<file path="src/rtl/alu_op_sequencer_pkg.sv">
// alu_op_sequencer_pkg: shared opcodes, FSM states, IR field positions and control-word decode
// Contents: state_t (IDLE..DONE), OP_* ALU opcodes, IR field bit positions,
//           ctrl_t control word, ctrl_decode() Moore decode of state + IR.
package alu_op_sequencer_pkg;

    typedef enum logic [2:0] {
        S_IDLE,
        S_T0,
        S_T1,
        S_T2,
        S_T3,
        S_T4,
        S_DONE
    } state_t;

    localparam logic [4:0] OP_ADD  = 5'd3;
    localparam logic [4:0] OP_SUB  = 5'd4;
    localparam logic [4:0] OP_SHR  = 5'd5;
    localparam logic [4:0] OP_SHRA = 5'd6;
    localparam logic [4:0] OP_SHL  = 5'd7;
    localparam logic [4:0] OP_ROR  = 5'd8;
    localparam logic [4:0] OP_ROL  = 5'd9;
    localparam logic [4:0] OP_AND  = 5'd10;
    localparam logic [4:0] OP_OR   = 5'd11;

    localparam int OP_MSB = 31;
    localparam int OP_LSB = 27;
    localparam int RA_MSB = 26;
    localparam int RA_LSB = 23;
    localparam int RB_MSB = 22;
    localparam int RB_LSB = 19;
    localparam int RC_MSB = 18;
    localparam int RC_LSB = 15;

    typedef struct packed {
        logic [4:0] alu_opcode;
        logic       inc_pc;
        logic       pc_out;
        logic       pc_in;
        logic [3:0] rf_rd_sel;
        logic       rf_out;
        logic       y_in;
        logic       z_in;
        logic       zlo_out;
        logic [3:0] rf_wr_sel;
        logic       rf_wr_en;
        logic       busy;
        logic       done;
        logic       illegal;
    } ctrl_t;

    // Bus drivers are split across states so only one of pc_out/rf_out/zlo_out is ever high.
    function automatic ctrl_t ctrl_decode(input state_t s, input logic [31:0] ir, input logic legal);
        ctrl_t c;
        c.alu_opcode = (s == S_T3) ? ir[OP_MSB:OP_LSB] : 5'd0;
        c.inc_pc     = (s == S_T0);
        c.pc_out     = (s == S_T0);
        c.pc_in      = (s == S_T1);
        c.rf_rd_sel  = (s == S_T2) ? ir[RB_MSB:RB_LSB] : (s == S_T3) ? ir[RC_MSB:RC_LSB] : 4'd0;
        c.rf_out     = (s == S_T2) || (s == S_T3);
        c.y_in       = (s == S_T2);
        c.z_in       = (s == S_T0) || (s == S_T3);
        c.zlo_out    = (s == S_T1) || (s == S_T4);
        c.rf_wr_sel  = ir[RA_MSB:RA_LSB];
        c.rf_wr_en   = (s == S_T4) && legal;
        c.busy       = (s != S_IDLE);
        c.done       = (s == S_DONE);
        c.illegal    = (s == S_DONE) && !legal;
        return c;
    endfunction

endpackage

</file>
<file path="src/rtl/alu_op_sequencer_decode.sv">
// alu_op_decode: flags whether an opcode is one the ALU implements
// Ports: opcode (in, 5) -> legal (out, 1), high for ADD..OR.
module alu_op_decode
    import alu_op_sequencer_pkg::*;
(
    input  logic [4:0] opcode,
    output logic       legal
);

    assign legal = (opcode >= OP_ADD) && (opcode <= OP_OR);

endmodule

</file>
<file path="src/rtl/alu_op_sequencer.sv">
// alu_op_sequencer: multi-cycle control sequencer for R-format ALU instructions
// Ports: clock, clear (async active-low), start, ir[31:0] in;
//        alu_opcode, inc_pc, pc_out, pc_in, rf_rd_sel, rf_out, y_in, z_in, zlo_out,
//        rf_wr_sel, rf_wr_en, busy, done, illegal out (all registered).
module alu_op_sequencer
    import alu_op_sequencer_pkg::*;
(
    input  logic        clock,
    input  logic        clear,
    input  logic        start,
    input  logic [31:0] ir,
    output logic [4:0]  alu_opcode,
    output logic        inc_pc,
    output logic        pc_out,
    output logic        pc_in,
    output logic [3:0]  rf_rd_sel,
    output logic        rf_out,
    output logic        y_in,
    output logic        z_in,
    output logic        zlo_out,
    output logic [3:0]  rf_wr_sel,
    output logic        rf_wr_en,
    output logic        busy,
    output logic        done,
    output logic        illegal
);

    state_t      state, state_nxt;
    logic [31:0] ir_q, ir_nxt;
    logic        legal_q, legal_nxt;
    ctrl_t       ctrl;

    alu_op_decode u_decode (
        .opcode(ir_nxt[OP_MSB:OP_LSB]),
        .legal (legal_nxt)
    );

    always_comb begin
        ir_nxt = (state == S_IDLE && start) ? ir : ir_q;
        case (state)
            S_IDLE:  state_nxt = start ? S_T0 : S_IDLE;
            S_T0:    state_nxt = S_T1;
            S_T1:    state_nxt = legal_q ? S_T2 : S_DONE;
            S_T2:    state_nxt = S_T3;
            S_T3:    state_nxt = S_T4;
            S_T4:    state_nxt = S_DONE;
            default: state_nxt = S_IDLE;
        endcase
    end

    // Outputs are decoded from the next state so they line up with the state register.
    always_ff @(posedge clock or negedge clear) begin
        if (!clear) begin
            state   <= S_IDLE;
            ir_q    <= '0;
            legal_q <= 1'b0;
            ctrl    <= '0;
        end else begin
            state   <= state_nxt;
            ir_q    <= ir_nxt;
            legal_q <= legal_nxt;
            ctrl    <= ctrl_decode(state_nxt, ir_nxt, legal_nxt);
        end
    end

    assign alu_opcode = ctrl.alu_opcode;
    assign inc_pc     = ctrl.inc_pc;
    assign pc_out     = ctrl.pc_out;
    assign pc_in      = ctrl.pc_in;
    assign rf_rd_sel  = ctrl.rf_rd_sel;
    assign rf_out     = ctrl.rf_out;
    assign y_in       = ctrl.y_in;
    assign z_in       = ctrl.z_in;
    assign zlo_out    = ctrl.zlo_out;
    assign rf_wr_sel  = ctrl.rf_wr_sel;
    assign rf_wr_en   = ctrl.rf_wr_en;
    assign busy       = ctrl.busy;
    assign done       = ctrl.done;
    assign illegal    = ctrl.illegal;

endmodule

</file>
<file path="config.mk">
export PLATFORM = sky130hd
export DESIGN_NAME = alu_op_sequencer
export DESIGN_NICKNAME = d
export VERILOG_FILES = /design/src/rtl/alu_op_sequencer_pkg.sv /design/src/rtl/alu_op_sequencer_decode.sv /design/src/rtl/alu_op_sequencer.sv
export SDC_FILE = /design/constraint.sdc
export NUM_CORES = 1
export LEC_CHECK = 0
export BUFFER_PORTS_ARGS = -buffer_cell sky130_fd_sc_hd__clkbuf_2
export CAP_MARGIN = 20
export CELL_PAD_IN_SITES_DETAIL_PLACEMENT = 2
export CELL_PAD_IN_SITES_GLOBAL_PLACEMENT = 2
export CORE_ASPECT_RATIO = 1.1
export CORE_MARGIN = 3
export CORE_UTILIZATION = 26
export CTS_CLUSTER_DIAMETER = 40
export DETAILED_ROUTE_END_ITERATION = 16
export PLACE_DENSITY = 0.77
export REMOVE_ABC_BUFFERS = 1
export SYNTH_ARGS = -nofsm -noshare
export SYNTH_HDL_FRONTEND = slang
export SYNTH_SLANG_ARGS = --single-unit
</file>
<file path="constraint.sdc">
create_clock -name clock -period 1.36 [get_ports clock]
set_input_delay 0.272 -clock clock [delete_from_list [all_inputs] [get_ports clock]]
set_output_delay 0.272 -clock clock [all_outputs]
set_load 0.1 [all_outputs]
</file>
### After elaboration in Yosys (flattened, before gate mapping)

Index checks and enable logic that the tools add are counted.
W data, S select, Z words.

* magnitude comparators: 2
* eq/ne operators: 11
* mux-type cells: 7
* reductions and logical operators: 10

Operator list (count)
* $mux W32: 1
* $pmux W3 S6: 1
* $eq A3 B3 Y1 const B: 5
* $eq A3 B2 Y1 const B: 4
* $mux W4: 2
* $eq A3 B1 Y1 const B: 2
* $ge A5 B2 Y1 const B: 1
* $le A5 B4 Y1 const B: 1
* $mux W5: 1
* $logic_and A1 B1 Y1: 4
* $logic_not A3 Y1: 1
* $logic_or A1 B1 Y1: 3
* $mux W3: 1
* $reduce_bool A3 Y1: 1
* $logic_not A1 Y1: 1
* $mux W1: 1

* register bits: 59
* input port bits: 35
* output and inout port bits: 24
* logic and storage cells: 47

### Depth between registers and ports, before layout

Gate-level depths: netlist of run 1.

* depth in word-level cells: 7
* mapped depth: 6
* depth with buffers taken out: 4

### Cells and area by module

Synthesis of run 1 repeated with hierarchy kept, for this count alone.

* cells, all modules: 107
* area total of the unflattened synthesis: 1526.5 um2

Modules (own cells, without submodules)
* alu_op_sequencer: instances 1, cells an instance 105, area each 1501.4 um2, seq. area each 1001.0 um2
* alu_op_decode: instances 1, cells an instance 2, area each 25.0 um2, seq. area each 0.0 um2

### Worst setup path before layout of run 1

OpenSTA, ideal clock, no wires.

* path type: register to output
* start point: register ctrl, in the netlist pc_out
* end point: output port pc_out
* data arrival time: 1.324 ns
* required time: 1.088 ns
* slack: -0.236 ns
* stages on the path, launching flop included: 2
* path buffers: 1
* path through: dfrtp_1 > buf_4

RTL lines
* from (decl): RTL line alu_op_sequencer.sv:31 `ctrl_t ctrl;`
* from (signal assigned): RTL line alu_op_sequencer.sv:62 `ctrl <= ctrl_decode(state_nxt, ir_nxt, legal_nxt);`
* to (decl): RTL line alu_op_sequencer.sv:14 `output logic pc_out,`

No word-level cell between the ends.

### Worst setup path in the final report of run 1

* start point: register state[2]
* end point: register ctrl, in the netlist illegal

* word-level cells in the longest chain between the ends: 7
* elaborated cells between the ends (all ways): 15
* those cells by class: 2 x order compare; 6 x eq/ne; 2 x mux; 5 x reduce/logical

Ends and longest elaborated chain
* from (decl): RTL line alu_op_sequencer.sv:28 `state_t state, state_nxt;`
* from (signal assigned): RTL line alu_op_sequencer.sv:59 `state <= state_nxt;`
* $logic_not A3 Y1: RTL line alu_op_sequencer.sv:39, alu_op_sequencer.sv:40
* $logic_and A1 B1 Y1: RTL line alu_op_sequencer.sv:39 `ir_nxt = (state == S_IDLE && start) ? ir : ir_q;`
* $mux W32: RTL line alu_op_sequencer.sv:39
* $ge A5 B2 Y1 / $le A5 B4 Y1 (equally long branches): RTL line alu_op_sequencer_decode.sv:10 `assign legal = (opcode >= OP_ADD) && (opcode <= OP_OR);`
* $logic_and A1 B1 Y1: RTL line alu_op_sequencer_decode.sv:10
* $logic_not A1 Y1: RTL line alu_op_sequencer_pkg.sv:68 `c.illegal = (s == S_DONE) && !legal;`
* $logic_and A1 B1 Y1 *: RTL line alu_op_sequencer_pkg.sv:68

Mark *: on every way between the ends. The rest lies on a longest branch, timed or not.
A chain may end at the register's enable or synchronous reset.

==> results of run 1 <==
[sequential cells by signal (all words and copies together) (netlist names)]
| register | count |
|---|---|
| rf_wr_en | 1 |
| pc_out | 1 |
| state | 3 |
| busy | 1 |
| zlo_out | 1 |
| ir_q | 14 |
| illegal | 1 |
| rf_wr_sel | 3 |
| legal_q | 1 |
| done | 1 |
| alu_opcode | 5 |
| rf_out | 1 |
| y_in | 1 |
| z_in | 1 |
| pc_in | 1 |
| rf_rd_sel | 4 |
[synthesized netlist by cell type, drive strengths merged]
| cell type | instances |
|---|---|
| a2111oi | 2 |
| a2bb2oi | 1 |
| xnor2 | 1 |
| or4b | 1 |
| a31o | 1 |
| inv | 1 |
| a211oi | 1 |
| nand2 | 58 |
| a211o | 1 |
| a21oi | 2 |
| a31oi | 4 |
| clkinv | 1 |
| nor2b | 3 |
| buf | 9 |
| o21ai | 2 |
| and2 | 1 |
| nand3 | 8 |
| a22oi | 2 |
| nor2 | 7 |
| nand2b | 3 |
| and3 | 5 |
| dfrtp | 40 |
| a311oi | 1 |
| clkbuf | 5 |
[power by group through the flow]
stage,Combinational (W),Clock [W],Sequential (W)
after global routing,0.00427,0.00112,0.00208
after global placement,0.00383,0,0.00200
after floorplan,0.000764,0,0.00351
after CTS,0.00401,0.00107,0.00201
final,0.00400,0.00103,0.00202
after detailed placement,0.00392,0,0.00203
[layout by cell type, fill, tap and decap left out, types with 2 or more instances in the layout]
cell type and instances:
nand2_1 58, dfrtp_1 40, buf_12 26, clkbuf_2 19, buf_4 11, nor2_1 7
clkbuf_8 6, and3_1 5, nand3_2 4, nand3_1 4, nand2b_1 3, a31oi_1 3
nor2b_1 2, o21ai_0 2, a21oi_1 2, a2111oi_2 2, a22oi_1 2
[critical path, cell delays in order (launching register included)]
cell and delay, ns:
dfrtp_1 0.38, or4b_4 0.61, clkinv_8 0.11, a2111oi_2 0.06, a311oi_2 0.23
[final timing paths]
| kind | start | end | cells past startpoint |
|---|---|---|---|
| min in group asynchronous | clear | legal_q | 2 |
| hold reg to reg | ir_q[18] | ir_q[18] | 2 |
| setup / recovery | state[2] | illegal | 4 |
| max in group asynchronous | clear | rf_rd_sel[0] | 3 |
| hold / removal | ir[25] | rf_wr_sel[2] | 3 |
| setup reg to reg | state[2] | illegal | 4 |
[layer usage]
layer  track usage  wire length (µm)  vias to the layer above
met5             0                 0                        -
met4        0.0691                83                        0
met3        0.0244               198                        6
met2         0.239              2310                       32
met1         0.160              1770                      636
li1              -                 -                      618
[area by class of cell]
class,instances,area share
clock buffer,6,0.0329
clock inverter,2,0.0154
inverter,2,0.00797
multi-input combinational,104,0.219
sequential,40,0.399
tap,77,0.0384
timing repair buffer,58,0.288
[cells by family after synthesis]
| kind of cell | Yosys count | synth area share |
|---|---|---|
| DFF | 40 | 0.618 |
| buffers and inverters | 16 | 0.0641 |
| and+or+nand+nor | 86 | 0.230 |
| xor gates and xnor gates | 1 | 0.00541 |
| AOI/OAI and AO/OA | 17 | 0.0819 |
[through the flow]
step | worst slack (ns) | power, W | cell area, µm²
final | -0.131 | 0.00705 | 2510
after floorplan | -0.402 | 0.00427 | 1530
after detailed placement | -0.144 | 0.00595 | 2320
after global routing | -0.184 | 0.00747 | 2510
after global placement | -0.123 | 0.00583 | 2320
after CTS | -0.138 | 0.00709 | 2480
[timing repair]
item | CTS | global route
resized for setup | 7 | 7
hold endpoints to repair | 10 | 0
endpoints found under the setup margin | 23 | 24
hold buffers | 1 | 0
setup buffers | 0 | 0
pin swaps | 2 | 2
==> run_results.csv, run 1 <==
group,metric,value,unit
detailed_routing,drc,0,
power_and_ir_drop,p_int,0.00368,W
finish,seq_area,1000,µm²
clock_network,clock_latency,0.30,ns
clock_network,h-tree-depth,2,
yosys,ys_ff_latch,40,
clock_network,clk_pin_slew,0.08,ns
global_routing,grt_usage,0.137,
timing,tightest_slew,0.451,ns
timing,fin_setup_tns,-1.52,ns
clock_network,cts_made_buffers,5,
run,max_cap_viol_count,0,
finish,nets,246,
global_routing,grt_overflow,0,
finish,fin_util,0.425,
setup_path,crit_fanout,9,
finish,multi_input_area,549,µm²
detailed_routing,wire_per_inst,15.1,µm
clock_network,clockBufferDepth,2,
floorplanning,start_util,0.274,
timing,timing.hold.ws,0.160,ns
global_routing,grt_pass1_vias,1477,
clock_network,cts_tree,"done",
yosys,syn_inst,160,
floorplanning,rows,29,
yosys,synth_top_area_share,0.618,
setup_path,critical_path.startpoint_type,"register",
yosys,netlist_area,1620,µm²
timing,maxSlewHeadroom,0.697,
setup_path,ff2ff_setup_slack,-0.13,ns
timing,setup_viol,23,
power_and_ir_drop,peakVddDrop,1.13,mV
setup_path,cp.arrival,1.68,ns
detailed_routing,ant_nets,0,
detailed_routing,drt-initial-drc-count,42,
yosys,yosysSeqAreaShare,0.618,
detailed_routing,wirelength,4.36,mm
clock_network,cts_sinks,40,
floorplanning,die_w,81.2,µm
timing,rsz0062_at_grt,"yes",
finish,syn_to_final_growth,55.1,%
yosys,synth_top_area_cell,"dfrtp_1",
timing,period_needed,1.49,ns
setup_path,cp.required,1.55,ns
yosys,syn_area_per_cell,10.1,µm²
yosys,synth.area.top_cells,"dfrtp_1 (62%), nand2_1 (13%), buf_4 (2.8%)",
run_status,outcome,"finished, violations left",
detailed_routing,via_per_inst,4.47,
timing,fin_crit_sh,1.10,
power_and_ir_drop,seq_power_share,0.287,
yosys,yosys_warnings,0,
timing,hold_viol_final,0,
floorplanning,core,5910,µm²
timing,fin_ws,-0.131,ns
setup_path,end_kind,"register",
timing,max_freq,0.671,GHz
yosys,synth_cell_types,27,
power_and_ir_drop,combPwrFrac,0.567,
power_and_ir_drop,clockPowerShare,0.146,
placement,portBuffers,43,
floorplanning,io_pins,59,
placement,place.gp.congestion,0.713,
timing,finClkSkew,0.00750,ns
timing,maxSlewViolCount,0,
finish,drive_above_1_share,0.363,
clock_network,cts_root_buffer,"clkbuf_8",
power_and_ir_drop,power-per-cell-area,2810,nW/µm²
finish,diodes,0,
power_and_ir_drop,p_leak,1.22,nW
min_path,worstHoldPathType,"in2reg",
finish,fillers,590,
placement,post-dp-hpwl,3.21,mm
global_routing,grt_pass1_wl,7.37,mm
run_status,violations,"negative setup slack",
detailed_routing,vias,1292,
global_routing,grt_max_degree,22,
power_and_ir_drop,switching_power,0.00336,W
finish,finalNonFillerCells,289,
detailed_routing,first_pass_iters,2,
floorplanning,dieArea,7210,µm²
global_routing,grt_antenna_before_repair,0,
floorplanning,dieHeight,88.8,µm
setup_path,worstSetupPathType,"reg2reg",
power_and_ir_drop,p_sw_frac,0.477,
placement,dp_cells,280,
No activity file was read; power rests on OpenSTA's default activity.
==> run 2: changes to the inputs <==
--- a/config.mk
+++ b/config.mk
@@ -14,6 +14,8 @@
 export CORE_UTILIZATION = 26
 export CTS_CLUSTER_DIAMETER = 40
 export DETAILED_ROUTE_END_ITERATION = 16
+export GPL_TIMING_DRIVEN = 0
+export HOLD_SLACK_MARGIN = 0.08
 export PLACE_DENSITY = 0.77
 export REMOVE_ABC_BUFFERS = 1
 export SYNTH_ARGS = -nofsm -noshare
==> run_results.csv, run 2 (synthesis results as in run 1) <==
group,metric,value,unit
setup_path,r2r-start,"state[2]",
finish,fin_util,0.397,
floorplanning,io_pins,59,
setup_path,cp_slowest_stage_delay,0.66,ns
clock_network,cts_tree,"done",
placement,place.gp.congestion,0.719,
setup_path,ff2ff_setup_slack,-0.22,ns
power_and_ir_drop,power-per-cell-area,2940,nW/µm²
detailed_routing,first_pass_iters,2,
detailed_routing,ant_nets,0,
setup_path,worstSetupPathType,"reg2reg",
power_and_ir_drop,p_leak,1.19,nW
clock_network,cts_made_buffers,5,
placement,dp_cells,266,
setup_path,cp.required,1.55,ns
timing,finClkSkew,0.00437,ns
timing,fin_ws,-0.216,ns
global_routing,grt_pass1_wl,7.33,mm
clock_network,clockBufferDepth,2,
min_path,worstHoldPathType,"in2reg",
global_routing,grt_max_degree,41,
placement,place_ws,-0.766,ns
finish,top_register,"ir_q",
setup_path,critical_path.startpoint_type,"register",
setup_path,ff2ff_path_depth,4,
detailed_routing,wire_per_inst,18.0,µm
floorplanning,core,5910,µm²
timing,maxSlewViolCount,0,
run_status,violations,"negative setup slack",
timing,maxSlewHeadroom,0.643,
setup_path,path_cells,"or4b_4 -> clkinv_8 -> a2111oi_4 -> a311oi_2",
min_path,min-delay-start,"ir[16]",
global_routing,grt_antenna_before_repair,0,
finish,nets,254,
setup_path,crit_fanout,5,
finish,final_common_cell,"nand2_1",
clock_network,clock_latency,0.29,ns
timing,max_freq,0.634,GHz
clock_network,clk_pin_slew,0.08,ns
detailed_routing,drt-initial-drc-count,56,
clock_network,cts_sinks,40,
floorplanning,die_w,81.2,µm
placement,post-dp-hpwl,2.62,mm
finish,syn_to_final_growth,45.0,%
timing,rsz0062_at_grt,"yes",
timing,fin_setup_tns,-3.70,ns
timing,tightest_slew,0.537,ns
setup_path,end_kind,"register",
finish,largest_register_ffs,14,
finish,drive_above_1_share,0.464,
run_status,outcome,"finished, violations left",
timing,fin_crit_sh,1.16,
timing,hold_viol_final,0,
clock_network,cts_root_buffer,"clkbuf_8",
setup_path,cp.arrival,1.77,ns
timing,period_needed,1.58,ns
detailed_routing,vias,1395,
placement,portBuffers,43,
finish,diodes,0,
global_routing,grt_usage,0.136,
floorplanning,start_util,0.274,
detailed_routing,drc,0,
timing,setup_viol,25,
setup_path,worstReg2RegEnd,"illegal",
min_path,hold-path-cell-count,3,
detailed_routing,via_per_inst,4.70,
detailed_routing,wirelength,5.34,mm
finish,mostFrequentLayoutCells,"nand2_1 (48), dfrtp_1 (37), clkbuf_2 (21), buf_4 (14), buf_2 (13)",
power_and_ir_drop,peakVddDrop,1.24,mV
floorplanning,dieHeight,88.8,µm
min_path,min_to,"ir_q[16]",
setup_path,path_delay_family,"simple AND/OR/NAND/NOR gates",
run,max_cap_viol_count,0,
setup_path,critPathBufInv,1,
global_routing,grt_overflow,0,
finish,finalNonFillerCells,297,
floorplanning,dieArea,7210,µm²
clock_network,h-tree-depth,2,
timing,timing.hold.ws,0.169,ns
global_routing,grt_pass1_vias,1469,
floorplanning,rows,29,
setup_path,cp_slowest_cell,"or4b_4",
-- run 2: final cells by class --
type	instances	area [µm²]
fillers	653	3570
inverters	2	20.0
well taps	77	96.3
repair inverters	2	25.0
clock buffers	6	72.6
repair buffers	63	435
multi-input cells	105	658
clock inverters	2	35.0
flip-flops and latches	40	1000
-- run 2: power breakdown --
part	switching [W]	internal, W	leakage [nW]
Clock	0.000411	0.000545	0.0552
Combinational	0.00285	0.00108	0.622
Sequential	0.000365	0.00164	0.513
Total	0.00363	0.00327	1.19
-- run 2: how the worst max path moves through the flow --
stage / startpoint / to / slack (ns) / depth (start not counted)
2_1_floorplan: state[0] / legal_q / -0.40 / 4
3_3_place_gp: state[0] / illegal / -0.70 / 4
3_5_place_dp: state[0] / illegal / -0.77 / 4
4_1_cts: state[1] / rf_rd_sel[3] / -0.18 / 4
5_1_grt: state[2] / illegal / -0.27 / 4
6_report: state[2] / illegal / -0.22 / 4
-- run 2: what timing repair did --
item / CTS / global route
buffers inserted: 14 / 3
gates resized for setup: 21 / 41
endpoints found under the setup margin: 37 / 38
endpoints found under the hold margin: 0 / 36
pin swaps: 2 / 14
gates cloned: 3 / 1
hold buffers: 0 / 1
-- run 2: per-layer routing --
metal | routed length, µm | global-route usage
met3 | 231 | 0.0336
met2 | 2810 | 0.239
met4 | 68 | 0.0614
met1 | 2230 | 0.156
met5 | 0 | 0
-- run 2: worst reg2reg max path, delay by kind of cell, from the launching register on --
kind,cells,cell delay [ns]
and+or+nand+nor,1,0.66
DFF,1,0.42
AOI/OAI and AO/OA,2,0.30
buffers and inverters,1,0.11
-- run 2: per-stage QoR --
step           instance area (µm²)  total power [W]
6_report                      2350          0.00689
5_1_grt                       2350          0.00725
4_1_cts                       2140          0.00638
3_5_place_dp                  1840          0.00491
3_3_place_gp                  1840          0.00482
2_1_floorplan                 1530          0.00427
==> run 3: changes to the inputs <==
--- a/config.mk
+++ b/config.mk
@@ -5,7 +5,7 @@
 export SDC_FILE = /design/constraint.sdc
 export NUM_CORES = 1
 export LEC_CHECK = 0
-export BUFFER_PORTS_ARGS = -buffer_cell sky130_fd_sc_hd__clkbuf_2
+export BUFFER_PORTS_ARGS = -buffer_cell sky130_fd_sc_hd__buf_2
 export CAP_MARGIN = 20
 export CELL_PAD_IN_SITES_DETAIL_PLACEMENT = 2
 export CELL_PAD_IN_SITES_GLOBAL_PLACEMENT = 2
==> run_results.csv, run 3 (synthesis results as in run 1) <==
group,metric,value,unit
power_and_ir_drop,p_int,0.00296,W
setup_path,worstReg2RegEnd,"illegal",
timing,maxSlewHeadroom,0.396,
finish,nets,252,
detailed_routing,wire_per_inst,16.3,µm
power_and_ir_drop,p_leak,1.15,nW
run,max_cap_viol_count,0,
timing,max_freq,0.636,GHz
global_routing,grt_usage,0.139,
setup_path,crit_path_start,"state[2]",
detailed_routing,drt-initial-drc-count,21,
placement,portBuffers,43,
floorplanning,io_pins,59,
power_and_ir_drop,switching_power,0.00339,W
floorplanning,dieHeight,88.8,µm
floorplanning,die_w,81.2,µm
detailed_routing,drc,0,
clock_network,cts_sinks,40,
finish,final_common_cell,"nand2_1",
timing,maxSlewViolCount,0,
detailed_routing,ant_nets,0,
power_and_ir_drop,peakVddDrop,1.16,mV
run_status,violations,"negative setup slack",
global_routing,grt_antenna_before_repair,0,
power_and_ir_drop,clockPowerShare,0.119,
clock_network,cts_made_buffers,5,
min_path,worstHoldPathType,"in2async",
global_routing,grt_pass1_vias,1385,
finish,mostFrequentLayoutCells,"nand2_1 (53), dfrtp_1 (37), buf_2 (34), buf_4 (14), nand3_1 (8)",
power_and_ir_drop,total_power,0.00635,W
run_status,outcome,"finished, violations left",
finish,fillers,667,
floorplanning,dieArea,7210,µm²
clock_network,cts_tree,"done",
setup_path,end_kind,"register",
setup_path,crit_end,"illegal",
timing,fin_setup_tns,-3.30,ns
timing,fin_ws,-0.213,ns
setup_path,ff2ff_path_depth,4,
clock_network,clk_pin_slew,0.08,ns
clock_network,h-tree-depth,2,
timing,tightest_slew,0.906,ns
finish,top_register,"ir_q",
timing,fin_crit_sh,1.16,
timing,period_needed,1.57,ns
floorplanning,start_util,0.274,
timing,setup_viol,24,
finish,largest_register_ffs,14,
setup_path,cp.arrival,1.76,ns
finish,seq_area,1000,µm²
setup_path,worstSetupPathType,"reg2reg",
timing,finClkSkew,0.00280,ns
detailed_routing,first_pass_iters,4,
finish,syn_to_final_growth,35.8,%
global_routing,grt_pass1_wl,7.39,mm
floorplanning,rows,29,
power_and_ir_drop,p_sw_frac,0.534,
timing,hold_viol_final,0,
power_and_ir_drop,seq_power_share,0.302,
global_routing,grt_max_degree,41,
setup_path,ff2ff_setup_slack,-0.21,ns
detailed_routing,vias,1347,
clock_network,cts_root_buffer,"clkbuf_8",
finish,multi_input_area,583,µm²
power_and_ir_drop,power-per-cell-area,2890,nW/µm²
setup_path,critical_path.startpoint_type,"register",
clock_network,ctsHoldBuffers,0,
setup_path,r2r-start,"state[2]",
clock_network,clock_latency,0.29,ns
placement,post-dp-hpwl,2.63,mm
setup_path,cp.required,1.55,ns
power_and_ir_drop,combPwrFrac,0.579,
setup_path,crit_fanout,5,
placement,place.gp.congestion,0.734,
detailed_routing,via_per_inst,4.58,
global_routing,grt_overflow,0,
clock_network,clockBufferDepth,2,
finish,diodes,0,
finish,drive_above_1_share,0.406,
timing,rsz0062_at_grt,"yes",
floorplanning,core,5910,µm²
detailed_routing,wirelength,4.79,mm
==> run 3: cell types whose count changed in the layout (fill, tap and decap cells not counted), sizes merged <==
cell,change
clkbuf,-25
buf,+22
bufinv,-1
dlygate4sd3,-1
inv,+1
or4b,+1
==> run 3: worst min-delay path by stage <==
stage | start | end | slack [ns] | depth (start not counted)
after CTS | clear | ir_q[16] | 0.15 | 1
final | clear | zlo_out | 0.11 | 1
after global routing | ir[25] | rf_wr_sel[2] | 0.17 | 3
after global placement | clear | pc_in | 0.45 | 1
after detailed placement | rf_wr_sel[0] | rf_wr_sel[0] | 0.46 | 2
after floorplan | clear | alu_opcode[0] | -0.02 | 0
==> run 3: critical path, cell delays in order (launching register included) <==
cell and delay, ns:
dfrtp_2 0.43, or4b_4 0.63, clkinv_8 0.10, a2111oi_2 0.05, a311oi_2 0.25
==> run 3: cell type report <==
class | count | area share
timing repair inverter | 3 | 0.0165
tap | 77 | 0.0438
multi-input combinational | 106 | 0.265
sequential | 40 | 0.457
timing repair buffer | 59 | 0.173
clock inverter | 1 | 0.00228
inverter | 2 | 0.00911
clock buffer | 6 | 0.0330
==> run 3: metrics by stage <==
step                utilization  cells  area, µm²  hold WS [ns]  setup WS [ns]
floorplan                     -    146       1530       -0.0236         -0.402
global placement          0.311    266       1840         0.450         -0.709
detailed placement        0.311    266       1840         0.463         -0.713
CTS                       0.352    289       2080         0.149         -0.174
global route              0.372    294       2200         0.169         -0.238
finish                    0.372    294       2200         0.107         -0.213
==> run 3: power groups by stage <==
stage               logic, W  clock network (W)  registers (W)
floorplan           0.000764                  0        0.00351
global placement     0.00282                  0        0.00200
detailed placement   0.00286                  0        0.00203
CTS                  0.00340           0.000785        0.00191
global route         0.00392           0.000845        0.00198
finish               0.00368           0.000756        0.00192
==> run 3: layer usage <==
metal | GRT usage | share of wire | up-vias
met2 | 0.240 | 0.54 | 34
met5 | 0 | 0 | -
li1 | - | - | 637
met4 | 0.0415 | 0.012 | 0
met1 | 0.170 | 0.40 | 671
met3 | 0.0367 | 0.046 | 5
==> run 3: repair_timing <==
item / 4_1_cts / 5_1_grt
resized for setup: 13 / 23
setup endpoints to repair: 31 / 32
cloned: 3 / 2
pin swaps: 3 / 6
buffers inserted: 13 / 3
